File: src/rtl/control_seq_pkg.sv
// Shared encodings for the accumulator CPU sequencer:
// state codes, opcode nibbles and ALU selects.
package control_seq_pkg;

  typedef enum logic [2:0] {
    S_START   = 3'd0,
    S_PREP    = 3'd1,
    S_WAIT    = 3'd2,
    S_LOAD    = 3'd3,
    S_DECODE  = 3'd4,
    S_EXEC_RD = 3'd5,
    S_EXEC_WB = 3'd6,
    S_HALT    = 3'd7
  } state_t;

  localparam logic [3:0] OP_LOAD  = 4'h0;
  localparam logic [3:0] OP_STORE = 4'h1;
  localparam logic [3:0] OP_ADD   = 4'h2;
  localparam logic [3:0] OP_SUB   = 4'h3;
  localparam logic [3:0] OP_JMP   = 4'h4;
  localparam logic [3:0] OP_JN    = 4'h5;
  localparam logic [3:0] OP_JZ    = 4'h6;
  localparam logic [3:0] OP_NOP   = 4'h7;
  localparam logic [3:0] OP_HALT  = 4'hF;

  localparam logic [1:0] ALU_PASS = 2'b00;
  localparam logic [1:0] ALU_ADD  = 2'b01;
  localparam logic [1:0] ALU_SUB  = 2'b10;

endpackage

File: src/rtl/mem_wait_ctr.sv
// Memory wait-state counter shared by instruction fetch
// and operand read; done marks the last wait cycle.
module mem_wait_ctr #(
  parameter int MEM_WAIT = 0
) (
  input  logic CLK,
  input  logic RESET,
  input  logic clr,
  input  logic inc,
  output logic done
);

  localparam logic [1:0] LAST =
    (MEM_WAIT > 0) ? 2'(MEM_WAIT - 1) : 2'd0;

  logic [1:0] cnt;

  always_ff @(negedge CLK or posedge RESET) begin
    if (RESET)    cnt <= 2'd0;
    else if (clr) cnt <= 2'd0;
    else if (inc) cnt <= cnt + 2'd1;
  end

  assign done = (cnt == LAST);

endmodule

File: src/rtl/control_seq.sv
// Instruction sequencer: multi-byte fetch with wait states,
// decode, and load/store/ALU/branch/halt execution.
module control_seq
  import control_seq_pkg::*;
#(
  parameter int INSTR_BYTES = 2,
  parameter int MEM_WAIT    = 0
) (
  input  logic                   CLK,
  input  logic                   RESET,
  input  logic [7:0]             opcode,
  input  logic                   NFLG,
  input  logic                   ZFLG,
  output logic [2:0]             STATE,
  output logic [INSTR_BYTES-1:0] LOAD_IR,
  output logic                   LOAD_AC,
  output logic                   LOAD_PC,
  output logic                   INC_PC,
  output logic                   FETCH,
  output logic                   ADDR_SEL,
  output logic                   STORE_MEM,
  output logic [1:0]             ALU_OP,
  output logic                   HALTED,
  output logic                   ILLEGAL
);

  localparam logic [1:0] IDX_LAST = 2'(INSTR_BYTES - 1);

  state_t     state;
  logic [1:0] byte_idx;
  logic       rd_op;
  logic [3:0] op_q;
  logic       wait_done;
  logic       ctr_clr;
  logic       ctr_inc;
  logic [3:0] opc;
  logic       unused_opcode;

  assign opc           = opcode[7:4];
  assign unused_opcode = ^opcode[3:0];
  assign STATE         = state;

  // Counter starts clean at every memory access.
  assign ctr_clr = (state == S_PREP) || (state == S_EXEC_RD)
                || ((state == S_WAIT) && wait_done);
  assign ctr_inc = (state == S_WAIT) && !wait_done;

  mem_wait_ctr #(.MEM_WAIT(MEM_WAIT)) u_wait (
    .CLK   (CLK),
    .RESET (RESET),
    .clr   (ctr_clr),
    .inc   (ctr_inc),
    .done  (wait_done)
  );

  always_ff @(negedge CLK or posedge RESET) begin
    if (RESET) begin
      state    <= S_START;
      byte_idx <= 2'd0;
      rd_op    <= 1'b0;
      op_q     <= OP_NOP;
    end else begin
      unique case (state)
        S_START: state <= S_PREP;
        S_PREP: begin
          rd_op <= 1'b0;
          state <= (MEM_WAIT > 0) ? S_WAIT : S_LOAD;
        end
        S_WAIT: begin
          if (wait_done)
            state <= rd_op ? S_EXEC_WB : S_LOAD;
        end
        S_LOAD: begin
          if (byte_idx == IDX_LAST) begin
            byte_idx <= 2'd0;
            state    <= S_DECODE;
          end else begin
            byte_idx <= byte_idx + 2'd1;
            state    <= S_PREP;
          end
        end
        S_DECODE: begin
          op_q <= opc;
          case (opc)
            OP_LOAD, OP_ADD, OP_SUB: state <= S_EXEC_RD;
            OP_HALT:                 state <= S_HALT;
            default:                 state <= S_PREP;
          endcase
        end
        S_EXEC_RD: begin
          rd_op <= 1'b1;
          state <= (MEM_WAIT > 0) ? S_WAIT : S_EXEC_WB;
        end
        S_EXEC_WB: state <= S_PREP;
        S_HALT:    state <= S_HALT;
        default:   state <= S_START;
      endcase
    end
  end

  always_comb begin
    LOAD_AC   = 1'b0;
    LOAD_PC   = 1'b0;
    INC_PC    = 1'b0;
    FETCH     = 1'b0;
    ADDR_SEL  = 1'b0;
    STORE_MEM = 1'b0;
    ALU_OP    = ALU_PASS;
    HALTED    = 1'b0;
    ILLEGAL   = 1'b0;
    for (int i = 0; i < INSTR_BYTES; i++)
      LOAD_IR[i] = (state == S_LOAD) && (byte_idx == 2'(i));
    unique case (state)
      S_START: LOAD_PC = 1'b1;
      S_PREP:  FETCH   = 1'b1;
      // Operand-read waits keep the operand address on the bus.
      S_WAIT: begin
        FETCH    = 1'b1;
        ADDR_SEL = rd_op;
      end
      S_LOAD:  INC_PC  = 1'b1;
      S_DECODE: begin
        case (opc)
          OP_STORE: STORE_MEM = 1'b1;
          OP_JMP:   LOAD_PC   = 1'b1;
          OP_JN:    LOAD_PC   = NFLG;
          OP_JZ:    LOAD_PC   = ZFLG;
          OP_LOAD, OP_ADD, OP_SUB,
          OP_NOP, OP_HALT: ;
          default:  ILLEGAL   = 1'b1;
        endcase
      end
      S_EXEC_RD: begin
        FETCH    = 1'b1;
        ADDR_SEL = 1'b1;
      end
      S_EXEC_WB: begin
        LOAD_AC = 1'b1;
        if (op_q == OP_ADD)      ALU_OP = ALU_ADD;
        else if (op_q == OP_SUB) ALU_OP = ALU_SUB;
        else                     ALU_OP = ALU_PASS;
      end
      S_HALT:  HALTED = 1'b1;
      default: ;
    endcase
  end

endmodule
File: config.mk
export PLATFORM = sky130hd
export DESIGN_NAME = control_seq
export DESIGN_NICKNAME = d
export VERILOG_FILES = /design/src/rtl/control_seq_pkg.sv /design/src/rtl/mem_wait_ctr.sv /design/src/rtl/control_seq.sv
export SDC_FILE = /design/constraint.sdc
export NUM_CORES = 1
export LEC_CHECK = 0
export ABC_AREA = 1
export CAP_MARGIN = 20
export CELL_PAD_IN_SITES_DETAIL_PLACEMENT = 0
export CELL_PAD_IN_SITES_GLOBAL_PLACEMENT = 1
export CORE_ASPECT_RATIO = 0.9
export CORE_MARGIN = 2
export CORE_UTILIZATION = 29
export DETAILED_ROUTE_END_ITERATION = 12
export MAX_ROUTING_LAYER = met4
export PLACE_DENSITY_LB_ADDON = 0.08
export SYNTH_ARGS = -nofsm -noshare
export SYNTH_HDL_FRONTEND = slang
export SYNTH_SLANG_ARGS = --single-unit
File: constraint.sdc
create_clock -name CLK -period 1.5 [get_ports CLK]
set_clock_uncertainty 0.15 [all_clocks]
set_input_delay 0.225 -clock CLK [delete_from_list [all_inputs] [get_ports CLK]]
set_output_delay 0.225 -clock CLK [all_outputs]
set_load 0.005 [all_outputs]
# After elaboration in Yosys (flattened, before gate mapping)
# Cells that the tools add are included.
[op_classes]
n_eq_ne = 19
n_reduce_logical = 17
muxes = 23
add_sub_neg = 2
[ops]
columns = ["op", "count"]
rows = [
  ["3-bit case mux with 7 select lines", 1],
  ["4-bit by 2-bit equality test with 1-bit output (second input constant)", 4],
  ["4-bit by 3-bit equality test with 1-bit output (second input constant)", 4],
  ["3-bit equality test (second input constant)", 4],
  ["2-bit two-way mux", 6],
  ["3-bit two-way mux", 3],
  ["9-bit OR reduction", 1],
  ["1-bit two-way mux", 8],
  ["3-bit by 2-bit equality test with 1-bit output (second input constant)", 2],
  ["1-bit case mux with 2 select lines", 3],
  ["3-bit case mux with 2 select lines", 1],
  ["3-bit OR reduction", 2],
  ["2-bit by 1-bit adder with 2-bit output (second input constant)", 2],
  ["4-bit by 1-bit equality test with 1-bit output (second input constant)", 1],
  ["4-bit equality test (second input constant)", 1],
  ["1-bit logical AND", 4],
  ["2-bit logical NOT", 2],
  ["4-bit logical NOT", 1],
  ["2-bit nonzero test", 2],
  ["3-bit by 1-bit equality test with 1-bit output (second input constant)", 1],
  ["3-bit logical NOT", 1],
  ["1-bit case mux with 3 select lines", 1],
  ["2-bit by 1-bit equality test with 1-bit output (second input constant)", 1],
  ["1-bit logical OR", 2],
  ["other kinds (3)", 3],
]
[totals]
out_inout_bits = 15
ff_bits = 12
word_cells = 66
input_bits = 12

# Longest topological paths before layout
[depth]
ltp_word = 5
mapped_depth = 7
depth_no_buf = 7

# By module
# Synthesis repeated with hierarchy kept, for this count alone.
[hier_totals]
cells_unflattened = 104
area_unflattened_um2 = 728.2
[modules_own_cells]
columns = ["mod", "cells_per_inst", "seq_area_each_um2", "n_inst", "area_each_um2"]
rows = [
  ["control_seq", 89, 254.0, 1, 619.3],
  ["mem_wait_ctr", 15, 50.0, 1, 108.9],
]

==> flow_metrics.env <==
export IMPL_dpl_cell_count=179
export IMPL_drt_iter0_drc=6
export IMPL_rsz0062_at_grt="true"
export IMPL_worstPathArrival_ns=2.22
export IMPL_p_int_uw=1934
export IMPL_grt_pass1_vias=975
export IMPL_min_to="u_wait.cnt[0]$_DFFE_NP0P_"
export IMPL_ys_flop_type="dfrtn_1"
export IMPL_violations="setup timing"
export IMPL_reg2reg_to="STATE[2]$_DFFE_NP0P_"
export IMPL_coreArea_um2=2382
export IMPL_p_total_uw=3096
export IMPL_synth_async_sr_flop_share=1.000
export IMPL_hold_violations=0
export IMPL_power_density_nw_per_um2=1900
export IMPL_worst_pin_slew_ns=0.2659
export IMPL_firstDrtPassIters=4
export IMPL_grt_max_degree=10
export IMPL_cts_root_buffer="clkbuf_4"
export IMPL_synth_common_cells="inv_1, nand2_1, nor2_1, dfrtn_1, o21ai_0"
export IMPL_drv_cap=0
export IMPL_required_ns=1.12
export IMPL_routed_wl_um=2562
export IMPL_setup_viol=21
export IMPL_avgViaCountPerCell=4.332
export IMPL_yosysMostFrequentCell="inv_1"
export IMPL_htreeDepth=1
export IMPL_combinationalPowerShare=0.728
export IMPL_antenna_found_initial=0
export IMPL_hp_class="flop to flop"
export IMPL_synth_area_leaders="dfrtn_1, dfstp_2, inv_1"
export IMPL_max_freq_mhz=386.0
export IMPL_cts_sinks=12
export IMPL_power_switching_share=0.3752
export IMPL_path_clk_slew_ns=0.05
export IMPL_dieArea_um2=2873
export IMPL_detail_route_antenna_nets=0
export IMPL_syn_to_final_growth_pct=128.4
export IMPL_io_buffers=22
export IMPL_power_frac_seq=0.194
export IMPL_power_switching_uw=1162
export IMPL_grt_overflow=0
export IMPL_relSlewSlack=0.8228
export IMPL_synth_avg_cell_area_um2=7.277
export IMPL_netlist_instances=98
export IMPL_p_clk_frac=0.078
export IMPL_crit_type="flop to output port"
export IMPL_die_y_um=51.05
export IMPL_fin_tns_setup_ns=-16.31
export IMPL_cts_buffer_depth=2
export IMPL_track_usage=0.1914
export IMPL_place_congestion=0.8839
export IMPL_syn_num_nets=111
export IMPL_hp_start="u_wait.cnt[0]$_DFFE_NP0P_"
export IMPL_reg2reg_depth=19
export IMPL_fin_ws_ns=-1.099
export IMPL_rows=17
export IMPL_cts_buffers=3
export IMPL_syn_area_um2=713.2
export IMPL_r2r_setup_slack_ns=-1.09
export IMPL_ys_seq_area_frac=0.4263
export IMPL_hpwlAfterDp_um=1574
export IMPL_fin_crit_ns=2.599
export IMPL_cp_max_fo=4
export IMPL_slew_viol_final=0
export IMPL_vias=953
export IMPL_finish_net_count=206
export IMPL_start_util=0.2994
export IMPL_n_antenna_cell=0
export IMPL_vdd_drop_max_mv=1.074
export IMPL_grt_first_pass_wirelength_um=4126
export IMPL_drc=0
export IMPL_cts_tree="done"
export IMPL_power_leakage_uw=0.0008873
export IMPL_io_pins=27
export IMPL_synth_top_area_frac=0.3158
export IMPL_worstHoldPathCells=3
export IMPL_synth_largest_area_cell="dfrtn_1"
export IMPL_clk_latency_ns=0.28
export IMPL_wl_per_cell_um=11.65
export IMPL_cp_end_kind="output port"
export IMPL_cp_startpoint="STATE[0]$_DFFE_NP0P_"
export IMPL_synth_edf_count=0
export IMPL_r2r_start="STATE[1]$_DFFE_NP0P_"
export IMPL_synth_cell_types=20
export IMPL_die_x_um=56.28
export IMPL_cts_hold_buf=0
export IMPL_crit_path_start_kind="flop"
export IMPL_yosys_register_bits=12
export IMPL_drive_above_1_share=0.6458
export IMPL_yosys_warnings=0
export IMPL_period_share=1.732
export IMPL_status="complete, but fails checks"
export IMPL_stdcell_count=220
==> stage by stage <==
stage                       util  setup slack [ns]  hold slack [ns]  instance area (um2)
after detailed placement  0.5231            -1.200           0.3077                 1246
after global placement    0.5231            -1.122           0.2909                 1246
final                     0.6838            -1.099           0.2878                 1629
after global routing      0.6838            -1.177           0.3526                 1629
after floorplan                -           -0.5743           0.2635                759.5
after CTS                 0.6318            -1.066           0.2974                 1505
==> power by group through the flow <==
stage / Clock, uW / Combinational (uW) / Sequential [uW]
floorplan: 16.6 / 526 / 588
global placement: 16.6 / 1270 / 606
detailed placement: 16.6 / 1280 / 615
CTS: 251 / 1870 / 592
global route: 275 / 2440 / 614
finish: 241 / 2250 / 602
==> cells by family after synthesis <==
logic type      share of synthesized area
xor+xnor                          0.01228
compound gates                     0.1211
simple gates                       0.2947
fa+ha+maj                         0.01754
buf+inv                            0.1281
flops                              0.4263
==> area by class of cell <==
| type | instances | area, um2 |
|---|---|---|
| Multi-Input combinational cell | 63 | 435.4 |
| Tap cell | 28 | 35.03 |
| Sequential cell | 12 | 304.0 |
| Timing Repair Buffer | 90 | 734.5 |
| Inverter | 20 | 82.58 |
| Fill cell | 209 | 753.2 |
| Clock inverter | 3 | 11.26 |
| Clock buffer | 4 | 26.28 |
==> layout by cell type, fill, tap and decap left out, drive strengths merged <==
cell type	n
a21boi	1
dfrtn	9
inv	23
dfstp	3
o21ai	6
a211oi	1
nor2	17
nor4	2
xor2	1
clkdlybuf4s50	3
a21oi	5
nand3	4
ha	1
clkbuf	4
nand4	2
o211ai	1
o2111ai	1
clkdlybuf4s15	1
nand2	21
buf	86
==> sequential cells by signal, summed over array words and instances, names as in the netlist <==
signal      cells
op_q            4
byte_idx        2
STATE           3
rd_op           1
u_wait.cnt      2
==> routing by layer <==
| metal | part of all wire | routed length [um] | track usage | vias to the layer above |
|---|---|---|---|---|
| li1 | - | - | - | 499 |
| met1 | 0.43 | 1089 | 0.2142 | 431 |
| met2 | 0.52 | 1321 | 0.3451 | 21 |
| met3 | 0.051 | 131 | 0.04810 | 2 |
| met4 | 0.0078 | 20 | 0.04762 | 0 |
| met5 | 0 | 0 | - | - |
==> worst max path at each step <==
stage	end	cells past startpoint	slack, ns
2_1_floorplan	ALU_OP[0]	5	-0.57
3_3_place_gp	ADDR_SEL	5	-1.12
3_5_place_dp	ADDR_SEL	5	-1.20
4_1_cts	ADDR_SEL	5	-1.07
5_1_grt	STATE[2]$_DFFE_NP0P_	19	-1.18
6_report	ALU_OP[1]	7	-1.10
==> repair_timing <==
item,in CTS,in global routing
setup buffers,28,12
pin swaps,8,10
cloned,0,0
gates resized for setup,104,23
setup endpoints to repair,23,25
==> critical path, cell delays in order, from the launching register on <==
cell	delay, ns
dfrtn_1	0.41
buf_4	0.16
buf_6	0.11
nor2_4	0.10
nand4_1	0.10
buf_4	0.15
nor2_1	0.07
buf_2	0.11
(Power assumes the default switching activity.)
